## config.mk

```make
export PLATFORM = sky130hd
export DESIGN_NAME = sramlike_arbiter
export DESIGN_NICKNAME = d
export VERILOG_FILES = /design/src/rtl/sramlike_arbiter.sv
export SDC_FILE = /design/constraint.sdc
export NUM_CORES = 1
export LEC_CHECK = 0
export BUFFER_PORTS_ARGS = -buffer_cell sky130_fd_sc_hd__buf_2
export CAP_MARGIN = 20
export CORE_AREA = 2 2 120 122
export CTS_CLUSTER_DIAMETER = 100
export DETAILED_ROUTE_END_ITERATION = 10
export DIE_AREA = 0 0 122 124
export MAX_ROUTING_LAYER = met4
export PLACE_DENSITY_LB_ADDON = 0.15
export SYNTH_ARGS = -nofsm -noshare
export SYNTH_HDL_FRONTEND = slang
export SYNTH_SLANG_ARGS = --single-unit
```

## constraint.sdc

```tcl
create_clock -name clk -period 1.75 [get_ports clk]
set_input_delay 0.175 -clock clk [delete_from_list [all_inputs] [get_ports clk]]
set_output_delay 0.175 -clock clk [all_outputs]
set_load 0.05 [all_outputs]
```

## src/rtl/sramlike_arbiter.sv

```systemverilog
// Two-master to one-slave sram-like arbiter with at most one outstanding transaction.
// Define ARB_ROUND_ROBIN_EN for round-robin arbitration. The default build gives the data master fixed priority.
//
//   state | meaning
//   IDLE  | no transaction; arbitrate pending master requests
//   ADDR  | granted master's request presented to slave, waiting addr_ok
//   DATA  | address accepted, waiting slave data_ok
module sramlike_arbiter (
    input  logic        clk,
    input  logic        rst,

    input  logic        inst_req,
    input  logic        inst_wr,
    input  logic [1:0]  inst_size,
    input  logic [31:0] inst_addr,
    input  logic [31:0] inst_wdata,
    output logic        inst_addr_ok,
    output logic        inst_data_ok,
    output logic [31:0] inst_rdata,

    input  logic        data_req,
    input  logic        data_wr,
    input  logic [1:0]  data_size,
    input  logic [31:0] data_addr,
    input  logic [31:0] data_wdata,
    output logic        data_addr_ok,
    output logic        data_data_ok,
    output logic [31:0] data_rdata,

    output logic        req,
    output logic        wr,
    output logic [1:0]  size,
    output logic [31:0] addr,
    output logic [31:0] wdata,
    input  logic        addr_ok,
    input  logic        data_ok,
    input  logic [31:0] rdata
);

    typedef enum logic [1:0] {
        IDLE = 2'd0,
        ADDR = 2'd1,
        DATA = 2'd2
    } state_t;

    state_t state, state_next;
    logic   gnt, gnt_next;
    logic   done;

    // A transaction completes on data_ok in DATA, or when addr_ok and data_ok arrive together in ADDR.
    assign done = ((state == ADDR) && addr_ok && data_ok) ||
                  ((state == DATA) && data_ok);

`ifdef ARB_ROUND_ROBIN_EN
    logic rr_ptr;   // 0: inst preferred on the next contention, 1: data preferred

    always_ff @(posedge clk or posedge rst) begin
        if (rst) begin
            rr_ptr <= 1'b0;
        end else if (done) begin
            rr_ptr <= ~gnt;
        end
    end
`endif

    always_ff @(posedge clk or posedge rst) begin
        if (rst) begin
            state <= IDLE;
            gnt   <= 1'b0;
        end else begin
            state <= state_next;
            gnt   <= gnt_next;
        end
    end

    always_comb begin
        state_next = state;
        gnt_next   = gnt;
        case (state)
            IDLE: begin
                if (inst_req || data_req) begin
                    state_next = ADDR;
                    if (inst_req && data_req) begin
`ifdef ARB_ROUND_ROBIN_EN
                        gnt_next = rr_ptr;
`else
                        gnt_next = 1'b1;
`endif
                    end else begin
                        gnt_next = data_req;
                    end
                end
            end
            ADDR: begin
                if (addr_ok) begin
                    state_next = data_ok ? IDLE : DATA;
                end
            end
            DATA: begin
                if (data_ok) begin
                    state_next = IDLE;
                end
            end
            default: state_next = IDLE;
        endcase
    end

    // The slave request fields follow the granted master. They are only meaningful while req is high.
    assign wr    = gnt ? data_wr    : inst_wr;
    assign size  = gnt ? data_size  : inst_size;
    assign addr  = gnt ? data_addr  : inst_addr;
    assign wdata = gnt ? data_wdata : inst_wdata;

    assign inst_rdata = rdata;
    assign data_rdata = rdata;

    always_comb begin
        req          = 1'b0;
        inst_addr_ok = 1'b0;
        data_addr_ok = 1'b0;
        inst_data_ok = 1'b0;
        data_data_ok = 1'b0;
        if (state == ADDR) begin
            req          = 1'b1;
            inst_addr_ok = addr_ok && !gnt;
            data_addr_ok = addr_ok &&  gnt;
        end
        inst_data_ok = done && !gnt;
        data_data_ok = done &&  gnt;
    end

endmodule

```

==> results of run 1 <==
-- metal layers --
layer	vias up	track usage	routed length (µm)
li1	782	-	-
met1	731	0.0560	1670
met2	120	0.150	3480
met3	22	0.0311	973
met4	0	0.0388	187
met5	-	-	0
-- state kept, by name, indices dropped and copies added, names as in the netlist --
signal / count
gnt: 1
state: 2
-- stage by stage --
stage               setup TNS, ps  area [µm²]  hold slack (ps)
finish                          0        2640              151
global route                -73.0        2640              161
CTS                             0        2620              146
detailed placement              0        2510             48.8
global placement                0        2510             48.4
floorplan                       0        1800            -71.4
-- critical path, cell delays in order (launching register included) --
cell     delay [ps]
dfrtp_4         510
buf_12          240
mux2_4          320
buf_2           210
-- power by group --
part / switching [mW] / internal [mW] / leakage [nW]
clock: 0.0563 / 0.300 / 0.0382
combinational: 2.25 / 1.33 / 1.48
sequential: 0.0606 / 0.0954 / 0.0353
-- logic make-up after synthesis --
family | after synthesis | share of synthesized area
buffers and inverters | 73 | 0.350
flip-flops | 3 | 0.0419
AND/OR/NAND/NOR | 10 | 0.0321
multiplexers | 67 | 0.559
AO/OA/AOI/OAI | 5 | 0.0174
-- placed cells by master, fill, tap and decap left out, types with 2 or more instances in the layout --
cell / netlist / layout
clkbuf_16: 0 / 3
mux2_4: 66 / 66
dfrtp_1: 3 / 2
a21oi_1: 3 / 3
nor2_1: 2 / 2
buf_4: 64 / 6
buf_2: 0 / 207
buf_6: 2 / 2
buf_12: 6 / 2
nand2b_1: 2 / 2
diode_2: 0 / 2
-- final cells by class --
type / count / area (µm²) / share of cell area
Clock buffer: 4 / 78.8 / 0.0299
Multi-Input combinational cell: 82 / 1090 / 0.414
Tap cell: 180 / 225 / 0.0853
Timing Repair Buffer: 218 / 1150 / 0.437
Sequential cell: 3 / 78.8 / 0.0299
Antenna cell: 2 / 5.00 / 0.00190
Inverter: 1 / 3.75 / 0.00142
-- worst max path at each step --
stage	startpoint	end	slack [ps]	cells after the start
after detailed placement	gnt	wdata[29]	200	3
after CTS	gnt	wdata[20]	7	3
final	gnt	size[1]	40	3
after floorplan	gnt	data_data_ok	100	4
after global placement	gnt	wdata[29]	230	3
after global routing	gnt	wdata[20]	-9	3
-- repair_timing --
action | 4_1_cts | 5_1_grt
endpoints found under the setup margin | 4 | 53
resized for setup | 5 | 1
setup buffers | 0 | 2
gates cloned | 0 | 0
pin swaps | 0 | 0
hold buffers | 1 | 0
endpoints found under the hold margin | 3 | 0
==> key figures, run 1 <==
Outcome
  • Outcome: finished clean

Global routing
  • Vias in the first global route: 1652
  • Initial antenna violation count: 2
  • First-pass GRT wire length: 8300 µm
  • Gr usage total: 0.0751
  • Largest net degree at the start of global routing: 27
  • Remaining Overflow, GRT: 0

Worst setup path
  • Crit Reg-Reg Endpoint: gnt
  • Reg2reg setup slack: 630 ps
  • RR Startpoint: state[1]
  • Worst Setup End Kind: output pin
  • CP Launch Type: flip-flop
  • Worst reg-to-reg path cell count: 2
  • Worst Setup Path Type: reg2out
  • Critical path required time: 1570 ps
  • Arr. time, crit path: 1530 ps
  • Critical-path maximum fanout: 26

Placed design
  • GP Congestion: 0.636
  • Post-DP HPWL: 5700 µm
  • Input/output buffers: 211
  • Setup WS pre-CTS: 196 ps
  • Placed insts: 481

Clocking
  • CTS tree: done
  • CTS Buf Count: 3
  • Clock Sink Count: 3
  • Clock-pin slew on the worst setup and hold paths: 30 ps
  • Skew-Pair Late Insertion Delay: 220 ps
  • Htree depth: 1
  • Root Driver: clkbuf_16
  • Clk buf depth: 2

Yosys
  • Number of flops mapped to enable cells by yosys: 0
  • Top post-synthesis cells by area: mux2_4 55%, buf_4 27%, buf_12 6.7%
  • Async set-reset flop share out of synthesis: 1.00
  • Post-synthesis sequential area ratio: 0.0419
  • Top FF cell, synth: dfrtp_1
  • Synthesized flop and latch total: 3
  • Syn_nets: 330
  • Commonest cells in the netlist: 66 x mux2_4, 64 x buf_4, 6 x buf_12, 3 x a21oi_1, 3 x dfrtp_1
  • Top-area cell type share of the netlist area: 0.553
  • Most frequent cell after synthesis: mux2_4
  • Synthesized area: 0.00179 mm²
  • Syn_area_per_cell: 11.3 µm²
  • Cells after Synth: 158
  • Post-synth cell types: 18
  • Largest area contributor in the netlist: mux2_4
  • Synth warn: 0

Min path
  • Hold Path End: state[1]
  • Worst min-delay path class: in2reg
  • Hold Startpoint: data_ok
  • Hold depth: 2

STA
  • Rel. slew slack: 0.812
  • FMAX: 586 MHz
  • Worst-margin pin slew: 284 ps
  • Worst Setup Slack, final: 44.0 ps
  • Final Max Tran Viols: 0
  • Fin crit share: 0.975
  • RSZ-0062 raised after global routing: true
  • Fin crit period: 1710 ps
  • Setup-failing EPs final: 0
  • Fin. Hold Viols: 0
  • Final Skew: 2.76 ps

Floorplan
  • Die H: 124 µm
  • FP Rows: 43
  • Die Footprint: 0.0151 mm²
  • I/O pins: 308
  • Initial Util: 0.131
  • Core area: 0.0137 mm²
  • Die Width: 122 µm

Routing
  • DR vias: 1655
  • DRC Markers: 0
  • Per-cell routed wire length: 12.9 µm
  • Detailed Route WL: 6300 µm
  • 1st-iter DRT viols: 20
  • Router iterations before antenna repair: 4
  • Antenna-violating nets left: 0
  • Drt via density: 3.38

Run
  • Max-Cap Viols: 0

Finish
  • Area delta synth->final: 47.2%
  • Final Util: 0.192
  • Filler instances: 1532
  • Final #Nets: 481
  • Post-Layout Cell Count: 490
  • Fraction of layout cells with a size suffix above 1: 0.938

Pwr
  • Power density cells: 1550 mW/mm²
  • Leakage: 1.55 nW
  • Final Power: 4.09 mW
  • Max VDD drop: 0.000324 V
Note: power is estimated with default switching activity, not from simulation.
==> run 2, diff against run 1 <==
Settings changed: CELL_PAD_IN_SITES_DETAIL_PLACEMENT set to 1, CELL_PAD_IN_SITES_GLOBAL_PLACEMENT set to 1, CORE_AREA 2 2 120 122 to 2 2 119 121, DIE_AREA 0 0 122 124 to 0 0 121 123.
==> key figures, run 2 (synthesized netlist as in run 1, its figures left out) <==
STA
  • Fin crit period: 1720 ps
  • Fin Hold WS: 152 ps
  • Fin. Hold Viols: 0
  • RSZ-0062 raised after global routing: true
  • FMAX: 581 MHz
  • Fin crit share: 0.984
  • Rel. slew slack: 0.821
  • Worst-margin pin slew: 271 ps
  • Final Skew: 2.29 ps
  • Setup-failing EPs final: 0
  • Final Max Tran Viols: 0
  • Worst Setup Slack, final: 28.5 ps
  • Setup_tns: 0 ps

Min path
  • Hold depth: 2
  • Hold Startpoint: data_ok
  • Worst min-delay path class: in2reg
  • Hold Path End: state[1]

Placed design
  • Input/output buffers: 211
  • Placed insts: 481
  • Post-DP HPWL: 5770 µm
  • Setup WS pre-CTS: 253 ps
  • GP Congestion: 0.703

Worst setup path
  • Worst reg-to-reg path cell count: 2
  • Worst Setup End Kind: output pin
  • Critical path required time: 1570 ps
  • Max stage delay on crit path: 550 ps
  • RR Startpoint: state[1]
  • Worst Setup Path Type: reg2out
  • Critical-path maximum fanout: 29
  • Crit Reg-Reg Endpoint: gnt
  • CP Launch Type: flip-flop
  • Crit path cell chain: buf_16 > mux2_4 > buf_2
  • Buf+Inv Stages, Crit Path: 2
  • CP max-delay cell: dfrtp_4
  • Arr. time, crit path: 1550 ps
  • Worst path top cell family by delay: flip-flops
  • Reg2reg setup slack: 610 ps

Pwr
  • Cell-internal power: 1.71 mW
  • Leakage: 1.54 nW
  • Final Power: 4.07 mW
  • Register share of total power: 0.038
  • Max VDD drop: 0.000337 V
  • Switching share of power: 0.581
  • P_sw: 2.37 mW
  • Clock group share of total power: 0.088
  • Power density cells: 1550 mW/mm²
  • Power share of the combinational group: 0.874

Routing
  • 1st-iter DRT viols: 31
  • DR vias: 1635
  • Router iterations before antenna repair: 2
  • Wl on met1: 1910 µm
  • Per-cell routed wire length: 13.1 µm
  • Met3 Routed Length: 764 µm
  • WL met2: 3530 µm
  • DRC Markers: 0
  • DR top layer: met4
  • Drt via density: 3.36
  • Detailed Route WL: 6360 µm
  • Antenna-violating nets left: 0

Clocking
  • Clock Sink Count: 3
  • Root Driver: clkbuf_16
  • CTS tree: done
  • Clk buf depth: 2
  • Clock-pin slew on the worst setup and hold paths: 30 ps
  • Skew-Pair Late Insertion Delay: 220 ps
  • CTS Buf Count: 3
  • Htree depth: 1
  • Post-CTS Setup Bufs: 0

Floorplan
  • Die Footprint: 0.0149 mm²
  • I/O pins: 308
  • Initial Util: 0.132
  • Core area: 0.0136 mm²
  • FP Rows: 43
  • Die H: 123 µm
  • Die Width: 121 µm

Finish
  • Area delta synth->final: 46.2%
  • Max FFs per register: 2
  • Fraction of layout cells with a size suffix above 1: 0.938
  • Post-Layout Cell Count: 487
  • Final #Nets: 479
  • Most common cell after layout, fill and taps aside: buf_2
  • Biggest register: state
  • Regs by FF count: state (2), gnt (1)
  • Filler instances: 1659
  • Most frequent cells in the layout: 207 x buf_2, 66 x mux2_4, 4 x buf_4

Outcome
  • Outcome: finished clean

Global routing
  • First-pass GRT wire length: 8560 µm
  • Remaining Overflow, GRT: 0
  • Initial antenna violation count: 1
  • Gr usage total: 0.0762
  • Largest net degree at the start of global routing: 30
  • Vias in the first global route: 1623

Run
  • Max-Cap Viols: 0
[run 2: cell types whose count changed in the layout (fill, tap and decap cells not counted), sizes merged]
cell | before | now
buf | 217 | 213
diode | 2 | 1
clkbuf | 4 | 6
[run 2: stage by stage]
step | util | cell area, µm²
after floorplan | - | 1800
after global placement | 0.185 | 2510
after detailed placement | 0.185 | 2510
after CTS | 0.191 | 2600
after global routing | 0.193 | 2620
final | 0.193 | 2620
[run 2: how the worst max path moves through the flow]
stage,from,endpoint,cells past startpoint
after floorplan,gnt,data_data_ok,4
after global placement,gnt,addr[4],3
after detailed placement,gnt,wdata[9],3
after CTS,gnt,wdata[9],3
after global routing,gnt,addr[2],3
final,gnt,wdata[6],3
[run 2: final cells by class]
class | count | area (µm²) | area share
repair buffers | 216 | 1140 | 0.434
well taps | 180 | 225 | 0.0859
clock buffers | 4 | 78.8 | 0.0301
inverters | 1 | 3.75 | 0.00143
diodes | 1 | 2.50 | 0.000955
flip-flops and latches | 3 | 78.8 | 0.0301
multi-input cells | 82 | 1090 | 0.417
[run 2: repair_timing]
action | 4_1_cts | 5_1_grt
endpoints found under the setup margin | 0 | 21
gates resized for setup | 0 | 7
endpoints found under the hold margin | 3 | 0
hold buffers | 1 | 0
[run 2: routing by layer]
layer  GRT usage  up-vias
met4      0.0378        0
met1      0.0680      734
li1            -      777
met2       0.147      104
met5           -        -
met3      0.0217       20
[run 2: power groups by stage]
stage	registers [mW]	logic (mW)	clock network, mW
finish	0.154	3.56	0.360
global route	0.162	3.72	0.380
CTS	0.153	3.58	0.368
detailed placement	0.154	3.58	0
global placement	0.149	3.57	0
floorplan	0.103	3.56	0
[run 2: worst register-to-register path, delay by kind of cell (launching register included)]
kind            cells  cell delay [ps]
compound gates      1              200
flops               1              430
simple gates        1              390
==> run 3, diff against run 2 <==
Settings changed: PLACE_DENSITY_LB_ADDON 0.15 to 0.1.
==> key figures, run 3 (synthesized netlist as in run 1, its figures left out) <==
Global routing
  • Remaining Overflow, GRT: 0
  • First-pass GRT wire length: 8670 µm
  • Gr usage total: 0.0780
  • Largest net degree at the start of global routing: 33
  • Vias in the first global route: 1659
  • Initial antenna violation count: 0

Floorplan
  • Die Width: 121 µm
  • Die Footprint: 0.0149 mm²
  • Core area: 0.0136 mm²
  • FP Rows: 43
  • I/O pins: 308
  • Initial Util: 0.132
  • Die H: 123 µm

Routing
  • Router iterations before antenna repair: 4
  • Drt via density: 3.41
  • Per-cell routed wire length: 13.1 µm
  • DRC Markers: 0
  • DR vias: 1652
  • Detailed Route WL: 6380 µm
  • Antenna-violating nets left: 0
  • 1st-iter DRT viols: 49

Finish
  • Regs by FF count: state (2), gnt (1)
  • Register area: 78.8 µm²
  • Final #Nets: 478
  • N_diodes: 0
  • Multi-input gate area: 0.00109 mm²
  • Most frequent cells in the layout: 211 x buf_2, 66 x mux2_4, 3 x a21oi_1, 3 x clkbuf_16, 3 x buf_12
  • Biggest register: state
  • Max FFs per register: 2
  • Filler instances: 1658
  • Most common cell after layout, fill and taps aside: buf_2
  • Fraction of layout cells with a size suffix above 1: 0.938
  • Area delta synth->final: 45.4%

Worst setup path
  • Worst Setup Path Type: reg2out
  • Arr. time, crit path: 1510 ps
  • CP Launch Type: flip-flop
  • Critical-path maximum fanout: 32
  • Max stage delay on crit path: 510 ps
  • Crit path cell chain: buf_12 > nand2b_1 > a21oi_1 > buf_2
  • Critical path required time: 1570 ps
  • Worst Setup End Kind: output pin
  • CP max-delay cell: dfrtp_4

Pwr
  • Power share of the combinational group: 0.879
  • P_sw: 2.37 mW
  • Power density cells: 1560 mW/mm²
  • Clock group share of total power: 0.088
  • Switching share of power: 0.583
  • Leakage: 1.54 nW
  • Cell-internal power: 1.69 mW
  • Max VDD drop: 0.000336 V
  • Register share of total power: 0.033

STA
  • Fin crit period: 1680 ps
  • Final Max Tran Viols: 0
  • Final Skew: 1.41 ps
  • Rel. slew slack: 0.821
  • Setup-failing EPs final: 0
  • Worst-margin pin slew: 268 ps
  • RSZ-0062 raised after global routing: false
  • Fin Hold WS: 178 ps
  • FMAX: 595 MHz
  • Fin crit share: 0.961
  • Fin. Hold Viols: 0
  • Setup_tns: 0 ps

Placed design
  • GP Congestion: 0.651
  • Input/output buffers: 211
  • Post-DP HPWL: 5660 µm

Clocking
  • Clock Sink Count: 3
  • Htree depth: 1
  • Skew-Pair Late Insertion Delay: 220 ps
  • CTS Buf Count: 3
  • Clk buf depth: 2
  • CTS tree: done
  • Root Driver: clkbuf_16
  • Clock-pin slew on the worst setup and hold paths: 30 ps

Min path
  • Worst min-delay path class: in2reg

Outcome
  • Outcome: finished clean

Run
  • Max-Cap Viols: 0
## run 3: changes by cell type in the layout (fill, tap and decap cells not counted)
| cell | change |
|---|---|
| buf_2 | +4 |
| buf_16 | -1 |
| buf_4 | -4 |
| diode_2 | -1 |
| clkbuf_4 | -2 |
| buf_12 | +2 |
## run 3: routing by layer
layer / wire length [µm] / track usage
met1: 1880 / 0.0677
met2: 3410 / 0.148
met3: 894 / 0.0346
met4: 193 / 0.0283
met5: 0 / -
## run 3: path summary, 6_finish.rpt
kind | start | to | slack [ps] | cells after the start
worst max-delay path | gnt | inst_data_ok | 70 | 4
max in group asynchronous | rst | gnt | 1200 | 3
worst max register to register | state[1] | gnt | 640 | 2
min in group asynchronous | rst | gnt | 400 | 3
worst min-delay path | addr_ok | state[0] | 180 | 2
worst min register to register | state[1] | state[0] | 550 | 1
## run 3: what timing repair did
| item | in CTS | in global routing |
|---|---|---|
| gates resized for setup | 0 | 0 |
| setup buffers | 0 | 0 |
| hold endpoints to repair | 3 | 0 |
| hold buffers | 1 | 0 |
## run 3: per-stage QoR
stage	cells	setup slack, ps	total power, mW	area, µm²	util
final	485	68.0	4.06	2610	0.191
after global placement	480	276	3.76	2520	0.185
after CTS	485	48.8	4.14	2610	0.191
after detailed placement	480	290	3.76	2520	0.185
after floorplan	158	95.5	3.66	1800	-
after global routing	485	0.842	4.25	2610	0.191
## run 3: power by group through the flow
stage	combinational (mW)	clock [mW]	sequential (mW)
2_1_floorplan	3.56	0	0.103
3_3_place_gp	3.63	0	0.133
3_5_place_dp	3.63	0	0.136
4_1_cts	3.63	0.370	0.136
5_1_grt	3.73	0.378	0.140
6_report	3.57	0.358	0.134
## run 3: final cells by class
| type | count | area share |
|---|---|---|
| tap | 180 | 0.0864 |
| clock buffer | 4 | 0.0302 |
| multi-input combinational | 82 | 0.420 |
| inverter | 1 | 0.00144 |
| timing repair buffer | 215 | 0.432 |
| sequential | 3 | 0.0302 |
## run 3: worst max-delay path: cells and delay by family (launching register included)
| family | cells | cell delay, ps |
|---|---|---|
| flops | 1 | 510 |
| buf+inv | 2 | 480 |
| simple gates | 1 | 170 |
| compound gates | 1 | 100 |
